`config.mk`:
```
export PLATFORM = sky130hd
export DESIGN_NAME = lcd_host
export DESIGN_NICKNAME = d
export VERILOG_FILES = /design/src/rtl/lcd_host.sv
export SDC_FILE = /design/constraint.sdc
export NUM_CORES = 1
export LEC_CHECK = 0
export BUFFER_PORTS_ARGS = -buffer_cell sky130_fd_sc_hd__buf_2
export CAP_MARGIN = 25
export CELL_PAD_IN_SITES_DETAIL_PLACEMENT = 0
export CELL_PAD_IN_SITES_GLOBAL_PLACEMENT = 2
export CORE_ASPECT_RATIO = 2
export CORE_MARGIN = 2
export CORE_UTILIZATION = 52
export CTS_BUF_LIST = sky130_fd_sc_hd__clkbuf_2 sky130_fd_sc_hd__clkbuf_4 sky130_fd_sc_hd__clkbuf_8
export DETAILED_ROUTE_END_ITERATION = 8
export PLACE_DENSITY = 0.92
export SYNTH_ARGS = -nofsm -noshare
export SYNTH_HDL_FRONTEND = slang
export SYNTH_SLANG_ARGS = --single-unit
```
`constraint.sdc`:
```
create_clock -name clk -period 3.7 [get_ports clk]
set_input_delay 0.185 -clock clk [delete_from_list [all_inputs] [get_ports clk]]
set_output_delay 0.185 -clock clk [all_outputs]
set_load 0.005 [all_outputs]
```
`src/rtl/lcd_host.sv`:
```
// Host-side driver for the LCD image controller: IROM responder, queued command
// issue, and IRAM write-back capture into a readable frame buffer.
//
// state      | meaning
// IDLE       | waiting for start with a non-empty queue
// WAIT_READY | waiting for busy=0 before issuing the queue head
// ISSUE      | cmd_valid high for one cycle, head popped
// HOLD       | guard cycle, busy ignored; choose next wait or finish
// WAIT_DONE  | write-out issued, waiting for done
// FINISH     | run complete, back to IDLE next cycle
module lcd_host #(
  parameter int CQ_DEPTH = 16,
  parameter int TIMEOUT  = 1023
) (
  input  logic       clk,
  input  logic       reset,
  input  logic       cfg_we,
  input  logic [5:0] cfg_addr,
  input  logic [7:0] cfg_data,
  input  logic       cq_push,
  input  logic [3:0] cq_cmd,
  output logic       cq_full,
  input  logic       start,
  output logic [3:0] cmd,
  output logic       cmd_valid,
  input  logic       busy,
  input  logic       done,
  input  logic       IROM_rd,
  input  logic [5:0] IROM_A,
  output logic [7:0] IROM_Q,
  input  logic       IRAM_valid,
  input  logic [5:0] IRAM_A,
  input  logic [7:0] IRAM_D,
  input  logic [5:0] rb_addr,
  output logic [7:0] rb_data,
  output logic [6:0] cap_count,
  output logic       run_done,
  output logic       err
);

  localparam int AW = $clog2(CQ_DEPTH);
  localparam int TW = $clog2(TIMEOUT + 1);

  typedef enum logic [2:0] {
    IDLE, WAIT_READY, ISSUE, HOLD, WAIT_DONE, FINISH
  } state_t;

  state_t state, state_nxt;

  logic [7:0]    store [64];
  logic [7:0]    fb    [64];
  logic [3:0]    cq_mem [CQ_DEPTH];
  logic [AW-1:0] wr_ptr, rd_ptr;
  logic [AW:0]   cq_count, cq_count_nxt;
  logic          push_ok, pop, cq_empty;
  logic [TW-1:0] timer;
  logic          timed_out, abort, start_ok;

  // Memories are never cleared so image and captured frame survive a reset.
  always_ff @(posedge clk) begin
    if (cfg_we) store[cfg_addr] <= cfg_data;
    if (IRAM_valid) fb[IRAM_A] <= IRAM_D;
    if (push_ok) cq_mem[wr_ptr] <= cq_cmd;
  end

  always_ff @(posedge clk or negedge reset) begin
    if (!reset) IROM_Q <= '0;
    else if (IROM_rd) IROM_Q <= store[IROM_A];
  end

  assign rb_data = fb[rb_addr];

  assign cq_empty     = (cq_count == '0);
  assign push_ok      = cq_push & ~cq_full;
  assign pop          = (state == ISSUE);
  assign cq_count_nxt = cq_count + (AW+1)'(push_ok) - (AW+1)'(pop);

  always_ff @(posedge clk or negedge reset) begin
    if (!reset) begin
      wr_ptr   <= '0;
      rd_ptr   <= '0;
      cq_count <= '0;
      cq_full  <= 1'b0;
    end else begin
      if (push_ok) wr_ptr <= wr_ptr + AW'(1);
      if (pop) rd_ptr <= rd_ptr + AW'(1);
      cq_count <= cq_count_nxt;
      cq_full  <= (cq_count_nxt == (AW+1)'(CQ_DEPTH));
    end
  end

  assign start_ok  = (state == IDLE) && start && !cq_empty;
  assign timed_out = (timer == TW'(TIMEOUT));

  always_comb begin
    state_nxt = state;
    abort     = 1'b0;
    case (state)
      IDLE:       if (start_ok) state_nxt = WAIT_READY;
      WAIT_READY: begin
        if (!busy) state_nxt = ISSUE;
        else if (timed_out) begin
          state_nxt = FINISH;
          abort     = 1'b1;
        end
      end
      ISSUE:      state_nxt = HOLD;
      // cmd still holds the entry popped in ISSUE
      HOLD: begin
        if (cmd == 4'd0) state_nxt = WAIT_DONE;
        else if (!cq_empty) state_nxt = WAIT_READY;
        else state_nxt = FINISH;
      end
      WAIT_DONE: begin
        if (done) state_nxt = FINISH;
        else if (timed_out) begin
          state_nxt = FINISH;
          abort     = 1'b1;
        end
      end
      FINISH:     state_nxt = IDLE;
      default:    state_nxt = IDLE;
    endcase
  end

  always_ff @(posedge clk or negedge reset) begin
    if (!reset) begin
      state     <= IDLE;
      timer     <= '0;
      cmd       <= '0;
      cmd_valid <= 1'b0;
      run_done  <= 1'b0;
      err       <= 1'b0;
      cap_count <= '0;
    end else begin
      state <= state_nxt;
      if (state_nxt != state) timer <= '0;
      else if (state == WAIT_READY || state == WAIT_DONE) timer <= timer + TW'(1);
      cmd_valid <= (state_nxt == ISSUE);
      if (state_nxt == ISSUE) cmd <= cq_mem[rd_ptr];
      if (start_ok) begin
        run_done <= 1'b0;
        err      <= 1'b0;
      end else if (state_nxt == FINISH && state != FINISH) begin
        run_done <= 1'b1;
        if (abort) err <= 1'b1;
      end
      if (start_ok) cap_count <= '0;
      else if (IRAM_valid && cap_count != 7'd127) cap_count <= cap_count + 7'd1;
    end
  end

endmodule

```
==> flow_summary.toml <==
[synth]
ys_warn_count = 0
ys_types = 45
synth_edf_count = 1088
avgSynthCellArea_um2 = 21.5
synth_seq_area_share_pct = 76.2
syn_nets = 2140
ys_seq_elements = 1137
netlist_instances = 2073
synth_area_um2 = 44500
synth_ff_type = "edfxtp_1"
ys_async_sr_fraction_pct = 4.31

[clocking]
tritoncts = "built"
insertion_delay_ns = 0.84
cts.sinks = 1137
cts_root_buf = "clkbuf_8"
cts_max_path_buffers = 3
clkTransAtPathRegs_ns = 0.07
post_cts_resized = 0
cts-buffers-inserted = 152
htree_levels = 4

[global_routing]
antenna_found_initial = 3
grt_pass1_wl_um = 145000
grt_pass1_vias = 22600
track_usage_pct = 23.0
grt_max_degree = 65
grt.overflow.total = 0

[placed_design]
dpl.cell_count = 3154
dpl.hpwl_um = 67500
portBuffers = 83
placed_cell_area_um2 = 46200
gp_congestion = 0.900

[critical_path]
crit_chain = "mux4_2, mux4_2, nor2b_1, a211oi_1, a21oi_1, buf_2"
path_buf_inv = 1
cp_slowest_cell = "mux4_2"
critPathKind = "reg2out"
critical_path.most_common_cell = "mux4_2"
required_ns = 3.51
cp_max_fo = 1
critPathLaunchType = "flip-flop"
max_stage_delay_ns = 0.49
cpLargestDelayFamily = "multiplexers"
end_kind = "primary output"
arrival_ns = 3.11

[floorplan]
die_y_um = 418
rows = 151
dieArea_um2 = 88100
core_area_um2 = 84800
die_w_um = 211
start_util_pct = 52.5
io-pin-count = 84

[pwr]
p_clk_share_pct = 35.7
power_density_nw_per_um2 = 540
leakage_nw = 16.0
switching_share_pct = 23.8
max-vdd-ir-drop_mv = 0.516
comb_power_share_pct = 9.6
seqPwrFrac_pct = 54.6
p_switching_mw = 6.39
p_int_mw = 20.5
power_mw = 26.9

[timing]
finalMaxSlewViolations = 0
setup_viol = 0
fin_crit_sh_pct = 89.0
skew_ns = 0.0217
rsz0062_at_grt = "no"
relSlewSlack_pct = 32.2
finalSetupTns_ns = 0
whs_ns = 0.176
finalHoldViolations = 0
tightest_slew_ns = 1.01
fmax_mhz = 304
min_period_ns = 3.29

[layout]
area_delta_synth_final_pct = 11.8
layout-drive-gt1-share_pct = 29.7
design_area_um2 = 49800
fin_nets = 2347
final_cell_count_no_fill = 3468
nFillCells = 5913

[route]
first_pass_iters = 6
drc = 0
ant_nets = 0
viasPerCell = 6.08
drt_iter0_drc = 1686
wl_per_cell_um = 28.5
drt_wl_total_um = 98700
vias = 21100

[run_status]
status = "completed"

[run]
drv_cap = 0

[worst_hold_path]
min_path_type = "in2reg"
==> final timing paths <==
| path | slack, ns | to | from | cells past startpoint |
|---|---|---|---|---|
| worst max-delay path | 0.41 | rb_data[4] | fb[14][4] | 6 |
| worst min-delay path | 0.18 | IROM_Q[6] | IROM_A[5] | 5 |
| worst max register to register | 0.84 | cq_full | state[1] | 13 |
| worst min register to register | 0.54 | cq_count[0] | cq_count[0] | 1 |
| max in group asynchronous | 2.39 | timer[7] | reset | 4 |
| min in group asynchronous | 0.55 | timer[3] | reset | 4 |
==> cell usage after synthesis (all sizes together), types with 6 or more instances <==
master,count,area (um2)
a211oi,6,45.0
nor2b,20,125
mux4,300,6760
dfrtp,49,1230
nand2b,9,56.3
nand4,8,50.1
mux2,37,417
xor2,13,114
mux2i,48,480
a22oi,19,143
nor3,7,35.0
nand3,25,125
nor2,176,661
ha,13,163
clkbuf,55,206
nand3b,7,52.6
a221oi,9,78.8
buf,53,309
inv,23,86.3
a21oi,10,50.1
xnor2,11,96.3
nand2,29,109
edfxtp,1088,32700
o221ai,16,140
o22ai,8,50.1
==> cell type report <==
| type | count | area (um2) | area share (%) |
|---|---|---|---|
| Antenna cell | 1 | 2.50 | 0.00503 |
| Clock inverter | 82 | 672 | 1.35 |
| Tap cell | 1071 | 1340 | 2.69 |
| Inverter | 23 | 86.3 | 0.174 |
| Sequential cell | 1137 | 33900 | 68.1 |
| Clock buffer | 188 | 2400 | 4.82 |
| Multi-Input combinational cell | 805 | 10000 | 20.1 |
| Timing Repair Buffer | 161 | 1330 | 2.68 |
==> metal layers <==
layer	vias up	part of all wire (%)	GRT usage, %
met5	-	0.027	0
met4	4	6.9	14.7
met3	294	4.7	4.38
met2	816	58	44.2
met1	11000	31	22.1
li1	9001	-	-
==> flip-flops by register name, summed over array words and instances, names as in the netlist <==
| signal | count |
|---|---|
| timer | 10 |
| cq_count | 5 |
| wr_ptr | 4 |
| cq_mem | 64 |
| state | 3 |
| cq_full | 1 |
| cap_count | 7 |
| run_done | 1 |
| err | 1 |
| rd_ptr | 4 |
| cmd | 4 |
| store | 512 |
| IROM_Q | 8 |
| cmd_valid | 1 |
| fb | 512 |
==> through the flow <==
stage               util [%]  setup slack [ns]
finish                  58.6             0.409
global route            58.6             0.288
CTS                     58.4             0.344
detailed placement      54.4             0.725
global placement        54.3             0.749
floorplan                  -             0.890
==> logic make-up after synthesis <==
logic type	count (synthesis)	synth area share, %
compound gates	80	1.32
xor+xnor	24	0.472
fa+ha+maj	14	0.410
buf+inv	131	1.35
flops	1137	76.2
mux	385	17.2
simple gates	302	3.08
==> repair_timing <==
item | in CTS | in global routing
endpoints found under the hold margin | 553 | 448
hold buffers | 27 | 7
buffers inserted | 0 | 0
==> placed cells by master, fill, tap and decap left out, drive strengths merged, types with 3 or more instances in the layout <==
master / count
a211oi: 6
a21oi: 10
a221oi: 9
a22oi: 19
a31oi: 3
and2: 4
and4: 4
buf: 125
bufinv: 9
clkbuf: 189
clkinv: 56
clkinvlp: 10
dfrtp: 49
dlygate4sd3: 34
edfxtp: 1088
ha: 13
inv: 30
mux2: 37
mux2i: 48
mux4: 300
nand2: 29
nand2b: 9
nand3: 25
nand3b: 7
nand4: 8
nor2: 176
nor2b: 20
nor3: 7
o21ai: 3
o221ai: 16
o22ai: 8
or3b: 3
xnor2: 11
xor2: 13
==> worst reg2reg max path, delay by kind of cell (launching register included) <==
family | cells | cell delay [ns]
xor gates and xnor gates | 1 | 0.16
DFF | 1 | 0.56
adders and majority gates | 3 | 0.82
AOI/OAI and AO/OA | 2 | 0.21
and+or+nand+nor | 2 | 0.50
buffers and inverters | 5 | 0.50
==> power groups by stage <==
stage                     combinational [mW]  sequential (mW)  clock, mW
after floorplan                         1.66             14.8          0
after global placement                  2.46             14.9          0
after detailed placement                2.54             15.0          0
after CTS                               2.57             14.7       9.78
after global routing                    2.75             14.7       10.3
final                                   2.59             14.7       9.61
(Power assumes the default switching activity.)
